### config.mk
export PLATFORM = sky130hd
export DESIGN_NAME = data_generator
export DESIGN_NICKNAME = d
export VERILOG_FILES = /design/src/rtl/data_generator.sv
export SDC_FILE = /design/constraint.sdc
export NUM_CORES = 1
export LEC_CHECK = 0
export BUFFER_PORTS_ARGS = -buffer_cell sky130_fd_sc_hd__buf_2
export CELL_PAD_IN_SITES_DETAIL_PLACEMENT = 1
export CELL_PAD_IN_SITES_GLOBAL_PLACEMENT = 1
export CORE_AREA = 4 4 153 155
export CTS_BUF_LIST = sky130_fd_sc_hd__clkbuf_8
export CTS_CLUSTER_DIAMETER = 80
export DETAILED_ROUTE_END_ITERATION = 7
export DIE_AREA = 0 0 157 159
export HOLD_SLACK_MARGIN = 0.06
export PLACE_DENSITY = 0.89
export SLEW_MARGIN = 20
export SYNTH_ARGS = -nofsm -noshare
export SYNTH_HDL_FRONTEND = slang
export SYNTH_SLANG_ARGS = --single-unit
export TNS_END_PERCENT = 30
### constraint.sdc
create_clock -name clock -period 1.9 [get_ports clock]
set_input_delay 0.38 -clock clock [delete_from_list [all_inputs] [get_ports clock]]
set_output_delay 0.38 -clock clock [all_outputs]
set_load 0.005 [all_outputs]
### src/rtl/data_generator.sv
// AXI-Stream pattern source: an incrementing 16-bit word replicated across 256 bits,
// framed into fixed-length packets with idle gaps. Optional error injection via DATA_GEN_ERR_INJECT_EN.
module data_generator #(
  parameter int unsigned PACKET_BEATS = 64,
  parameter int unsigned GAP_CYCLES   = 4
) (
  input  logic         clock,
  input  logic         reset,
  input  logic         ENABLE,
  input  logic         AXIS_TREADY,
`ifdef DATA_GEN_ERR_INJECT_EN
  input  logic         INJECT_ERROR,
  output logic [31:0]  ERRORS_INJECTED,
`endif
  output logic [31:0]  PACKETS_SENT,
  output logic [255:0] AXIS_TDATA,
  output logic         AXIS_TVALID,
  output logic         AXIS_TLAST
);

  typedef enum logic [1:0] {
    ST_IDLE,
    ST_SEND,
    ST_GAP
  } state_t;

  localparam logic [15:0] LAST_BEAT  = 16'(PACKET_BEATS - 1);
  localparam logic [15:0] LAST_GAP   = (GAP_CYCLES == 0) ? 16'd0 : 16'(GAP_CYCLES - 1);
  localparam bit          HAS_GAP    = (GAP_CYCLES != 0);
  localparam bit          SINGLE_BEAT = (PACKET_BEATS == 1);

  function automatic logic [255:0] build_beat(input logic [15:0] word, input logic corrupt);
    logic [255:0] beat;
    beat = {16{word}};
    if (corrupt) beat[255:240] = ~word;
    return beat;
  endfunction

  state_t        state_q, state_d;
  logic [15:0]   word_q, word_d;
  logic [15:0]   beat_q, beat_d;
  logic [15:0]   gap_q, gap_d;
  logic [31:0]   pkts_q, pkts_d;
  logic          tvalid_q, tvalid_d;
  logic          tlast_q, tlast_d;
  logic [255:0]  tdata_q, tdata_d;

  logic          handshake;
  logic          load;
  logic [15:0]   load_word;
  logic          load_last;
  logic          corrupt_sel;
  logic [15:0]   beat_inc;
  logic [15:0]   word_inc;

`ifdef DATA_GEN_ERR_INJECT_EN
  logic          inject_q, inject_d;
  logic          corrupt_q, corrupt_d;
  logic [31:0]   errs_q, errs_d;
`endif

  // NOTE: every signal written here gets a default first, so no path leaves it unassigned (no latch).
  always_comb begin
    state_d   = state_q;
    word_d    = word_q;
    beat_d    = beat_q;
    gap_d     = gap_q;
    pkts_d    = pkts_q;
    tvalid_d  = tvalid_q;
    tlast_d   = tlast_q;
    tdata_d   = tdata_q;
    handshake = tvalid_q & AXIS_TREADY;
    load      = 1'b0;
    load_word = word_q;
    load_last = SINGLE_BEAT;
    beat_inc  = beat_q + 16'd1;
    word_inc  = word_q + 16'd1;

    // word_q is the word on the bus while sending, and the next word to send otherwise.
    case (state_q)
      ST_IDLE: begin
        if (ENABLE) begin
          state_d = ST_SEND;
          load    = 1'b1;
        end
      end
      ST_SEND: begin
        if (handshake) begin
          word_d = word_inc;
          if (tlast_q) begin
            pkts_d   = pkts_q + 32'd1;
            beat_d   = 16'd0;
            tvalid_d = 1'b0;
            tlast_d  = 1'b0;
            if (HAS_GAP) begin
              state_d = ST_GAP;
              gap_d   = 16'd0;
            end else if (ENABLE) begin
              load      = 1'b1;
              load_word = word_inc;
            end else begin
              state_d = ST_IDLE;
            end
          end else begin
            beat_d    = beat_inc;
            load      = 1'b1;
            load_word = word_inc;
            load_last = (beat_inc == LAST_BEAT);
          end
        end
      end
      ST_GAP: begin
        if (gap_q == LAST_GAP) begin
          if (ENABLE) begin
            state_d = ST_SEND;
            load    = 1'b1;
          end else begin
            state_d = ST_IDLE;
          end
        end else begin
          gap_d = gap_q + 16'd1;
        end
      end
      default: state_d = ST_IDLE;
    endcase

`ifdef DATA_GEN_ERR_INJECT_EN
    inject_d  = inject_q;
    corrupt_d = corrupt_q;
    errs_d    = errs_q;
    // An armed flag belongs to the beat it already corrupted until that beat is accepted.
    corrupt_sel = inject_q & ~(handshake & corrupt_q);
    if (handshake) corrupt_d = 1'b0;
    if (handshake && corrupt_q) begin
      inject_d = 1'b0;
      errs_d   = errs_q + 32'd1;
    end
    if (INJECT_ERROR && !inject_q) inject_d = 1'b1;
    if (load) corrupt_d = corrupt_sel;
`else
    corrupt_sel = 1'b0;
`endif

    if (load) begin
      tvalid_d = 1'b1;
      tlast_d  = load_last;
      tdata_d  = build_beat(load_word, corrupt_sel);
    end
  end

  // NOTE: sequential state uses non-blocking assignments only; reset here is synchronous and active-high.
  always_ff @(posedge clock) begin
    if (reset) begin
      state_q  <= ST_IDLE;
      word_q   <= 16'd0;
      beat_q   <= 16'd0;
      gap_q    <= 16'd0;
      pkts_q   <= 32'd0;
      tvalid_q <= 1'b0;
      tlast_q  <= 1'b0;
      tdata_q  <= '0;
`ifdef DATA_GEN_ERR_INJECT_EN
      inject_q  <= 1'b0;
      corrupt_q <= 1'b0;
      errs_q    <= 32'd0;
`endif
    end else begin
      state_q  <= state_d;
      word_q   <= word_d;
      beat_q   <= beat_d;
      gap_q    <= gap_d;
      pkts_q   <= pkts_d;
      tvalid_q <= tvalid_d;
      tlast_q  <= tlast_d;
      tdata_q  <= tdata_d;
`ifdef DATA_GEN_ERR_INJECT_EN
      inject_q  <= inject_d;
      corrupt_q <= corrupt_d;
      errs_q    <= errs_d;
`endif
    end
  end

  assign PACKETS_SENT = pkts_q;
  assign AXIS_TDATA   = tdata_q;
  assign AXIS_TVALID  = tvalid_q;
  assign AXIS_TLAST   = tlast_q;
`ifdef DATA_GEN_ERR_INJECT_EN
  assign ERRORS_INJECTED = errs_q;
`endif

endmodule

# After elaboration in Yosys (flattened, before gate mapping)

Cells that the tools add are included.

Add/subtract/negate cells: 4
Bitwise gates (word level): 1
Reduce and logical (&&, ||, !) cells: 11
Eq/ne operators: 9
Mux-type cells: 29

Operators with widths:

| cell                                                              | count |
|---|---|
| 16-bit two-way mux                                                | 7 |
| 16-bit by 1-bit adder with 16-bit output (second input constant)  | 3 |
| 32-bit by 1-bit adder with 32-bit output (second input constant)  | 1 |
| 16-bit one-hot mux with 2 select lines                            | 1 |
| 16-bit by 2-bit == test with 1-bit output (second input constant) | 1 |
| 16-bit by 6-bit == test with 1-bit output (second input constant) | 1 |
| 1-bit two-way mux                                                 | 15 |
| 2-bit inequality test (second input constant)                     | 5 |
| 2-bit two-way mux                                                 | 4 |
| 4-bit AND reduction                                               | 2 |
| 2-bit nonzero test                                                | 4 |
| 2-bit one-hot mux with 3 select lines                             | 1 |
| 3-bit AND reduction                                               | 2 |
| 2-bit AND reduction                                               | 2 |
| 1-bit one-hot mux with 3 select lines                             | 1 |
| 2-bit by 1-bit == test with 1-bit output (second input constant)  | 1 |
| 2-bit == test (second input constant)                             | 1 |
| 2-bit zero test                                                   | 1 |
| 1-bit bitwise AND                                                 | 1 |

Word-level logic and storage cells: 62
Bits in registers: 340
Output and inout port bits: 290

# Logic depth before layout (Yosys ltp)

Gate-level depths: netlist of run 1.

Depth after elaboration: 6
Gate-level depth with buffers: 8
Depth with buffers taken out: 6

# Worst setup path after synthesis of run 1

No wires, ideal clock.

Path kind: register to register
Start: reg gap_q[0]
End: reg tdata_q[245] (netlist: AXIS_TDATA[245])
Arrival time: 1.839 ns
Path buffers: 2
Period minus slack after synthesis: 1.973 ns
Stages on the path, launching flop included: 9
Library setup time: 0.134 ns
Setup slack: -0.073 ns
Cell sequence: dfxtp_1 > ha_1 > nor4b_1 > nand4_1 > o21ai_2 > and2_1 > buf_2 > buf_2 > a211oi_1

Cells in the longest elaborated chain, start to end: 3

RTL lines:

| what                                      | line | RTL |
|---|---|---|
| start, declared                           | 42   | `logic [15:0] gap_q, gap_d;` |
| start signal, assigned                    | 171  | `gap_q <= gap_d;` |
| 16-bit by 2-bit == test with 1-bit output | 113  | `if (gap_q == LAST_GAP) begin` |
| 1-bit two-way mux                         | 113  |  |
| 1-bit one-hot mux with 3 select lines     | 80   | `case (state_q)` |
| end signal, assigned                      | 175  | `tdata_q <= tdata_d;` |
| end, declared                             | 46   | `logic [255:0] tdata_q, tdata_d;` |

Every way passes these cells.
A chain may end at the register's enable or synchronous reset.

# Worst setup path after layout of run 1

Start: reg word_q[0]
End: reg word_q[12]

Cells in the longest elaborated chain, start to end: 1

RTL lines:

| what                                     | line | RTL |
|---|---|---|
| start, declared                          | 40   | `logic [15:0] word_q, word_d;` |
| start signal, assigned                   | 169  | `word_q <= word_d;` |
| 16-bit by 1-bit adder with 16-bit output | 77   | `word_inc = word_q + 16'd1;` |

Every way passes these cells.

==> impl_metrics.py, run 1 <==
metrics = {
    "die": {
        "core_area_um2": 21800,
        "row_count": 54,
        "start_util_pct": 31.0,
        "die_area_um2": 25000,
        "ios": 294,
        "die_w_um": 157,
        "die_h_um": 159,
    },
    "worst_setup_path": {
        "crit_start": "word_q[0]$_SDFFE_PP0P_",
        "r2r-start": "word_q[0]$_SDFFE_PP0P_",
        "r2r_slack_ns": 0.05,
        "worstPathArrival_ns": 2.13,
        "crit_fanout": 4,
        "r2r_end": "word_q[12]$_SDFFE_PP0P_",
        "path_class": "flip-flop to flip-flop",
        "cp.required_ns": 2.18,
        "r2r_cells": 7,
        "cp-end-kind": "flip-flop",
        "crit_path_end": "word_q[12]$_SDFFE_PP0P_",
        "cp-start-kind": "flip-flop",
    },
    "job": {
        "drv_cap": 0,
    },
    "outcome": {
        "status": "finished, final reports clean",
    },
    "sta": {
        "slew_headroom_pct": 63.4,
        "final_max_slew_viol_count": 0,
        "rsz0062_at_grt": "yes",
        "fin_crit_ns": 1.85,
        "post-route-period-util_pct": 97.6,
        "tightestPinTransition_ns": 0.549,
        "finalHoldViolations": 0,
        "fin_worst_skew_ns": 0.0116,
        "max_freq_ghz": 0.539,
        "finalSetupViolCount": 0,
    },
    "grt": {
        "grt_pass1_wl_mm": 30.3,
        "grt_usage_pct": 14.5,
        "antenna_found_initial": 0,
        "grt_pass1_vias": 5666,
        "grt_max_degree": 56,
        "grt-ovfl-total": 0,
    },
    "power_and_ir_drop": {
        "power_density_nw_per_um2": 554,
        "p_leak_nw": 3.39,
        "irDropWorstVdd_mv": 0.300,
    },
    "cts": {
        "cts_hold_buf": 0,
        "cts_tree": "done",
        "cts_max_path_buffers": 2,
        "cts_buffers": 9,
        "clockRootBuffer": "clkbuf_8",
        "clk_pin_slew_worst_paths_ns": 0.10,
        "htree_levels": 3,
        "clk_latency_ns": 0.39,
        "cts_sinks": 100,
    },
    "placed_design": {
        "placed_area_um2": 7130,
        "portBuffers": 293,
        "hpwlAfterDp_mm": 14.6,
        "gp_congestion": 0.801,
    },
    "detailed_routing": {
        "detail-route-antenna-nets": 0,
        "dr.first_iter.drc_count": 294,
        "vias": 6001,
        "detail_route.first_pass.iterations": 4,
        "wirelength_mm": 19.8,
        "avgViaCountPerCell": 4.89,
        "drc": 0,
        "routedWlPerCell_um": 16.2,
    },
    "layout": {
        "postLayoutCoreUtil_pct": 34.2,
        "area_growth_pct": 10.0,
        "fin_nets": 950,
        "antenna_cells": 0,
        "drive_above_1_share_pct": 42.9,
        "design_area_um2": 7450,
    },
    "synth": {
        "synth_area_um2": 6780,
        "synthTopCellsByArea": "dfxtp_1 30%, buf_4 27%, xnor2_1 4.8%, a21oi_1 4.6%, nor2_1 3.7%",
        "synth_top_area_share_pct": 29.5,
        "synth_cells": 854,
        "ys_warn_count": 0,
        "synth_edf_count": 0,
        "syn-num-nets": 863,
        "synth_cell_types": 48,
        "synthArstFlopShare_pct": 0,
        "synth.avg_cell_area_um2": 7.93,
        "synth_ff_type": "dfxtp_1",
        "synth_common_cells": "240 x buf_4, 100 x dfxtp_1, 67 x nor2_1",
        "yosysMostFrequentCell": "buf_4",
        "seq_area_frac_synth_pct": 29.5,
        "yosysTopAreaCell": "dfxtp_1",
        "synth_seq_cells": 100,
    },
    "min_path": {
        "hold_path_class": "primary input to flip-flop",
    },
}
## critical path: stages (launching register included)
cell     delay, ns
dfxtp_2       0.37
ha_4          0.15
nand3_2       0.10
or3_4         0.35
or3_4         0.35
buf_4         0.14
o21ai_0       0.17
a21oi_1       0.09
## registers in the layout, indices dropped and copies added (netlist names)
| name | flops |
|---|---|
| AXIS_TDATA | 16 |
| AXIS_TLAST | 1 |
| AXIS_TVALID | 1 |
| PACKETS_SENT | 32 |
| beat_q | 16 |
| gap_q | 16 |
| state_q | 2 |
| word_q | 16 |
## layout make-up
type                    instances  area [um^2]
fillers                      2728        14400
multi-input cells             462         2890
flip-flops and latches        100         2020
repair buffers                356         1980
well taps                     280          350
clock buffers                  10          138
inverters                      12         45.0
clock inverters                 6         25.0
## cell usage in the layout (no fill, tap or decap), types with 3 or more instances in the layout
cell type / netlist / routed
nand4_1: 27 / 27
a211oi_1: 15 / 14
or4_1: 4 / 4
nand3b_1: 4 / 4
buf_2: 7 / 293
o31ai_1: 4 / 4
buf_12: 0 / 3
inv_1: 12 / 16
xor2_1: 19 / 19
and4_1: 10 / 10
nor4_1: 21 / 15
buf_4: 240 / 58
nand2b_1: 4 / 4
dfxtp_2: 0 / 8
a21oi_1: 62 / 60
o21ai_0: 34 / 34
nor3_1: 16 / 15
dfxtp_1: 100 / 90
or3_1: 20 / 20
clkbuf_8: 0 / 10
a31oi_1: 5 / 5
nand3_1: 19 / 18
or2_2: 3 / 3
and3_1: 7 / 7
nand2_1: 43 / 43
nor2_1: 67 / 67
and2_1: 8 / 8
a22oi_1: 3 / 3
xnor2_1: 37 / 37
nor4_2: 0 / 4
## cell families after synthesis
family                   Yosys count  synth area share (%)
buffers and inverters            292                  29.6
AND/OR/NAND/NOR                  265                  21.0
AO/OA/AOI/OAI                    135                  11.5
flip-flops                       100                  29.5
XOR/XNOR                          56                  7.24
adder cells (fa/ha/maj)            5                 0.923
multiplexers                       1                 0.148
## power breakdown
group	switching (mW)	internal (mW)	total [mW]	leakage (nW)
Clock	0.753	0.491	1.24	0.101
Combinational	0.323	0.327	0.651	2.47
Sequential	0.110	2.12	2.24	0.814
Total	1.19	2.94	4.13	3.39
## what timing repair did
item	in CTS	in global routing
pin swaps	2	6
endpoints found under the setup margin	22	34
gates cloned	0	1
gates resized for setup	9	26
buffers inserted	1	1
## metrics by stage
stage	hold slack [ns]	power (mW)	setup WS [ns]	setup TNS (ns)	cells
2_1_floorplan	0.452	2.96	0.00881	0	854
5_1_grt	0.474	4.34	-0.0705	-0.495	1226
3_3_place_gp	0.460	2.93	-0.0204	-0.0418	1207
6_report	0.469	4.13	0.0453	0	1226
4_1_cts	0.465	4.20	-0.00362	-0.00362	1224
3_5_place_dp	0.485	2.95	-0.189	-0.876	1207
## how the worst min path moves through the flow
stage                                start                       endpoint  slack [ns]  cells after the start
global placement     gap_q[1]$_SDFFE_PP0P_          gap_q[1]$_SDFFE_PP0P_        0.46                      2
CTS                                  reset  PACKETS_SENT[15]$_SDFFE_PP0P_        0.46                      3
floorplan            gap_q[1]$_SDFFE_PP0P_          gap_q[1]$_SDFFE_PP0P_        0.45                      2
global route                         reset   PACKETS_SENT[7]$_SDFFE_PP0P_        0.47                      3
finish                               reset  PACKETS_SENT[15]$_SDFFE_PP0P_        0.47                      3
detailed placement  gap_q[15]$_SDFFE_PP0P_         gap_q[15]$_SDFFE_PP0P_        0.48                      2
## per-layer routing
layer	part of all wire [%]	wire [um]	vias up	GRT usage, %
li1	-	-	2862	-
met1	39	7760	2906	16.5
met2	52	10300	209	26.9
met3	7.4	1480	24	3.37
met4	1.6	325	0	4.10
met5	0	0	-	0
(Power assumes the default switching activity.)
==> inputs of run 2 (changes only) <==
--- a/config.mk
+++ b/config.mk
@@ -8,11 +8,11 @@
 export BUFFER_PORTS_ARGS = -buffer_cell sky130_fd_sc_hd__buf_2
 export CELL_PAD_IN_SITES_DETAIL_PLACEMENT = 1
 export CELL_PAD_IN_SITES_GLOBAL_PLACEMENT = 1
-export CORE_AREA = 4 4 153 155
+export CORE_AREA = 4 4 146 163
 export CTS_BUF_LIST = sky130_fd_sc_hd__clkbuf_8
 export CTS_CLUSTER_DIAMETER = 80
 export DETAILED_ROUTE_END_ITERATION = 7
-export DIE_AREA = 0 0 157 159
+export DIE_AREA = 0 0 150 167
 export HOLD_SLACK_MARGIN = 0.06
 export PLACE_DENSITY = 0.89
 export SLEW_MARGIN = 20
==> impl_metrics.py, run 2 (synthesis results as in run 1) <==
metrics = {
    "worst_setup_path": {
        "path_class": "flip-flop to flip-flop",
        "crit_fanout": 5,
        "worstPathArrival_ns": 2.28,
        "cp-end-kind": "flip-flop",
        "cp-start-kind": "flip-flop",
        "cp.required_ns": 2.23,
    },
    "power_and_ir_drop": {
        "pwr-share-clk_pct": 32.0,
        "p_leak_nw": 3.51,
        "p_switching_mw": 1.26,
        "internal_power_mw": 2.98,
        "swShare_pct": 29.8,
        "total_power_mw": 4.24,
        "power_density_nw_per_um2": 544,
        "comb_power_share_pct": 15.6,
        "power.share.sequential_pct": 52.5,
        "irDropWorstVdd_mv": 0.383,
    },
    "layout": {
        "drive_above_1_share_pct": 45.9,
        "seq_area_um2": 2020,
        "fillers": 2763,
        "multi_input_area_um2": 3000,
        "antenna_cells": 0,
        "final_common_cell": "buf_2",
        "area_growth_pct": 15.1,
        "fin_nets": 975,
        "largest_reg_flops": 32,
        "postLayoutCoreUtil_pct": 35.5,
        "final_cells": 1266,
        "final_cell_mix": "293 x buf_2, 91 x dfxtp_1, 75 x buf_4",
    },
    "detailed_routing": {
        "detail_route.first_pass.iterations": 4,
        "avgViaCountPerCell": 4.87,
        "vias": 6162,
        "top_layer": "met4",
        "route.met3.wl_mm": 1.61,
        "met2WireLength_mm": 10.7,
        "wl_met1_mm": 8.01,
        "routedWlPerCell_um": 16.4,
        "detail-route-antenna-nets": 0,
        "drc": 0,
        "dr.first_iter.drc_count": 259,
        "wirelength_mm": 20.8,
    },
    "grt": {
        "grt_pass1_wl_mm": 30.5,
        "grt_max_degree": 89,
        "grt-ovfl-total": 0,
        "antenna_found_initial": 0,
        "grt_usage_pct": 14.6,
        "grt_pass1_vias": 5958,
    },
    "placed_design": {
        "hpwlAfterDp_mm": 14.6,
        "gp_congestion": 0.817,
        "place_inst": 1239,
        "portBuffers": 293,
    },
    "sta": {
        "finalHoldViolations": 0,
        "final_max_slew_viol_count": 0,
        "finalSetupViolCount": 2,
        "hold_slack_ns": 0.465,
        "fin_crit_ns": 1.95,
        "tightestPinTransition_ns": 0.499,
        "setup_ws_ns": -0.0509,
        "slew_headroom_pct": 66.7,
        "post-route-period-util_pct": 103,
        "max_freq_ghz": 0.513,
        "fin_worst_skew_ns": 0.0102,
        "rsz0062_at_grt": "yes",
    },
    "die": {
        "die_w_um": 150,
        "die_h_um": 167,
        "ios": 294,
        "start_util_pct": 30.8,
        "core_area_um2": 22000,
        "row_count": 57,
        "die_area_um2": 25100,
    },
    "cts": {
        "clk_pin_slew_worst_paths_ns": 0.10,
        "cts_sinks": 100,
        "cts_buffers": 9,
        "clockRootBuffer": "clkbuf_8",
        "clk_latency_ns": 0.40,
        "cts_max_path_buffers": 2,
        "cts_tree": "done",
        "htree_levels": 3,
    },
    "outcome": {
        "status": "finished, violations left",
        "violations": "negative setup slack",
    },
    "job": {
        "drv_cap": 0,
    },
    "min_path": {
        "hold_path_class": "primary input to flip-flop",
    },
}
run 2: cell count changes in the layout (fill, tap and decap cells not counted), sizes merged:
| cell | delta |
|---|---|
| inv | -1 |
| clkdlybuf4s15 | +1 |
| clkinvlp | +1 |
| and2 | +1 |
| buf | +23 |
run 2: critical path: stages, from the launching register on:
cell and delay, ns:
dfxtp_2 0.36, nand4b_4 0.23, or3_4 0.44, or3_4 0.36, or3_1 0.35, a21oi_2 0.15
run 2: worst paths after layout:
| check | from | end | slack [ns] | cells after the start |
|---|---|---|---|---|
| setup reg to reg | state_q[1]$_SDFFE_PP0P_ | word_q[12]$_SDFFE_PP0P_ | -0.05 | 5 |
| hold reg to reg | PACKETS_SENT[6]$_SDFFE_PP0P_ | PACKETS_SENT[6]$_SDFFE_PP0P_ | 0.50 | 2 |
| hold / removal | ENABLE | state_q[0]$_SDFFE_PP0P_ | 0.47 | 5 |
| setup / recovery | state_q[1]$_SDFFE_PP0P_ | word_q[12]$_SDFFE_PP0P_ | -0.05 | 5 |
run 2: cell type report:
cell class	instances	area share (%)
well taps	295	4.73
repair buffers	380	28.0
inverters	12	0.578
multi-input cells	463	38.5
clock inverters	6	0.594
clock buffers	10	1.77
flip-flops and latches	100	25.9
run 2: timing repair:
item,in CTS,in global routing
setup endpoints to repair,36,35
pin swaps,0,7
buffers inserted,0,7
hold buffers,0,0
gates cloned,0,4
endpoints found under the hold margin,0,0
resized for setup,10,50
run 2: per-stage QoR:
stage	setup WS (ns)	cell area, um^2	setup TNS (ns)
after floorplan	0.00881	6790	0
final	-0.0509	7800	-0.0560
after detailed placement	-0.265	7260	-4.48
after global routing	-0.102	7800	-0.577
after global placement	-0.147	7260	-2.78
after CTS	0.00388	7490	0
run 2: per-layer routing:
layer | vias up | GRT usage (%)
met5 | - | 0
met4 | 0 | 4.18
met3 | 34 | 2.61
met2 | 237 | 26.9
met1 | 2974 | 17.0
li1 | 2917 | -
run 2: power groups by stage:
stage | combinational, mW | clock, mW | sequential (mW)
final | 0.661 | 1.36 | 2.23
after global routing | 0.723 | 1.47 | 2.25
after CTS | 0.656 | 1.39 | 2.23
after detailed placement | 0.654 | 0 | 2.28
after global placement | 0.637 | 0 | 2.27
after floorplan | 0.692 | 0 | 2.27
==> inputs of run 3 (changes only) <==
--- a/config.mk
+++ b/config.mk
@@ -14,6 +14,7 @@
 export DETAILED_ROUTE_END_ITERATION = 7
 export DIE_AREA = 0 0 150 167
 export HOLD_SLACK_MARGIN = 0.06
+export MAX_ROUTING_LAYER = met4
 export PLACE_DENSITY = 0.89
 export SLEW_MARGIN = 20
 export SYNTH_ARGS = -nofsm -noshare
==> impl_metrics.py, run 3 (synthesis results as in run 1) <==
metrics = {
    "cts": {
        "cts_buffers": 9,
        "cts_sinks": 100,
        "cts_max_path_buffers": 2,
        "clk_pin_slew_worst_paths_ns": 0.10,
        "clk_latency_ns": 0.40,
        "clockRootBuffer": "clkbuf_8",
        "htree_levels": 3,
        "cts_tree": "done",
    },
    "layout": {
        "fin_nets": 975,
        "fillers": 2762,
        "final_cell_mix": "293 x buf_2, 91 x dfxtp_1, 75 x buf_4",
        "drive_above_1_share_pct": 45.9,
        "postLayoutCoreUtil_pct": 35.5,
        "design_area_um2": 7800,
        "final_cells": 1267,
        "largest_reg_flops": 32,
        "area_growth_pct": 15.1,
        "final_common_cell": "buf_2",
    },
    "worst_setup_path": {
        "cpMostUsedCell": "or3_4",
        "crit_fanout": 5,
        "path_class": "flip-flop to flip-flop",
        "r2r_cells": 5,
        "cp.buffers_inverters": 0,
        "cp-start-kind": "flip-flop",
        "cp.required_ns": 2.24,
        "crit_chain": "nand4b_4, or3_4, or3_4, or3_1, a21oi_2",
        "worstPathArrival_ns": 2.28,
        "critical_path_depth": 5,
        "cp_slowest_cell": "or3_4",
        "crit_family": "simple AND/OR/NAND/NOR gates",
        "cp-end-kind": "flip-flop",
        "cpPeakStageDelay_ns": 0.44,
    },
    "detailed_routing": {
        "avgViaCountPerCell": 4.84,
        "vias": 6136,
        "detail_route.first_pass.iterations": 4,
        "dr.first_iter.drc_count": 243,
        "wirelength_mm": 20.8,
        "detail-route-antenna-nets": 0,
        "routedWlPerCell_um": 16.4,
        "drc": 0,
    },
    "sta": {
        "final_max_slew_viol_count": 0,
        "rsz0062_at_grt": "yes",
        "max_freq_ghz": 0.516,
        "slew_headroom_pct": 66.7,
        "fin_worst_skew_ns": 0.00995,
        "tns_ns": -0.0393,
        "post-route-period-util_pct": 102,
        "fin_crit_ns": 1.94,
        "finalSetupViolCount": 1,
        "tightestPinTransition_ns": 0.499,
        "setup_ws_ns": -0.0393,
        "finalHoldViolations": 0,
    },
    "power_and_ir_drop": {
        "total_power_mw": 4.25,
        "p_leak_nw": 3.51,
        "power_density_nw_per_um2": 544,
        "swShare_pct": 29.8,
        "pwr-share-clk_pct": 32.0,
        "irDropWorstVdd_mv": 0.382,
        "power.share.sequential_pct": 52.5,
        "internal_power_mw": 2.98,
        "comb_power_share_pct": 15.6,
        "p_switching_mw": 1.27,
    },
    "placed_design": {
        "hpwlAfterDp_mm": 14.6,
        "gp_congestion": 0.829,
        "portBuffers": 293,
        "place_inst": 1239,
        "placed_area_um2": 7260,
    },
    "min_path": {
        "whs_path_depth": 5,
        "hold_path_class": "primary input to flip-flop",
    },
    "job": {
        "drv_cap": 0,
    },
    "outcome": {
        "status": "finished, violations left",
        "violations": "negative setup slack",
    },
    "die": {
        "die_h_um": 167,
        "row_count": 57,
        "die_area_um2": 25100,
        "ios": 294,
        "core_area_um2": 22000,
        "die_w_um": 150,
        "start_util_pct": 30.8,
    },
    "grt": {
        "grt_pass1_vias": 5961,
        "grt_max_degree": 89,
        "grt_usage_pct": 15.0,
        "antenna_found_initial": 0,
        "grt-ovfl-total": 0,
        "grt_pass1_wl_mm": 30.5,
    },
}
==> run 3: cell types whose count changed in the layout (fill, tap and decap cells not counted) <==
cell     before  now
diode_2       0    1
==> run 3: cell type report <==
cell class	count	area, um^2	share of cell area, %
Timing Repair Buffer	380	2180	28.0
Clock buffer	10	138	1.76
Antenna cell	1	2.50	0.0321
Sequential cell	100	2020	25.8
Tap cell	295	369	4.73
Multi-Input combinational cell	463	3000	38.5
Clock inverter	6	46.3	0.594
Inverter	12	45.0	0.577
==> run 3: tightest hold or removal path, cell delays in order <==
cell and delay [ns]:
buf_2 0.11, nand2b_1 0.14, nor2_1 0.06, nor2_1 0.08, nor2_1 0.05
==> run 3: per-layer routing <==
layer  vias to the layer above  GRT usage, %  wire, um
li1                       2914             -         -
met3                        31          2.23      1300
met5                         -             -         0
met4                         0          4.18       494
met2                       210          26.9     10700
met1                      2981          17.3      8230
==> run 3: metrics by stage <==
stage	setup slack [ns]	hold WS (ns)
finish	-0.0393	0.476
detailed placement	-0.265	0.492
CTS	0.00388	0.474
global route	-0.102	0.521
floorplan	0.00881	0.452
global placement	-0.147	0.469
==> run 3: path summary, 6_finish.rpt <==
path                                      from  slack [ns]                            to
hold reg to reg   PACKETS_SENT[6]$_SDFFE_PP0P_        0.51  PACKETS_SENT[6]$_SDFFE_PP0P_
setup reg to reg       state_q[1]$_SDFFE_PP0P_       -0.04       word_q[12]$_SDFFE_PP0P_
setup / recovery       state_q[1]$_SDFFE_PP0P_       -0.04       word_q[12]$_SDFFE_PP0P_
hold / removal                          ENABLE        0.48       state_q[0]$_SDFFE_PP0P_
==> run 3: power groups by stage <==
stage          Clock (mW)  Combinational (mW)  Sequential [mW]
2_1_floorplan           0               0.692             2.27
3_3_place_gp            0               0.637             2.27
3_5_place_dp            0               0.654             2.28
4_1_cts              1.39               0.656             2.23
5_1_grt              1.47               0.723             2.25
6_report             1.36               0.661             2.23
==> run 3: timing repair <==
action	4_1_cts	5_1_grt
hold buffers	0	0
gates cloned	0	4
pin swaps	0	7
buffers inserted	0	7
setup endpoints to repair	36	35
resized for setup	10	50
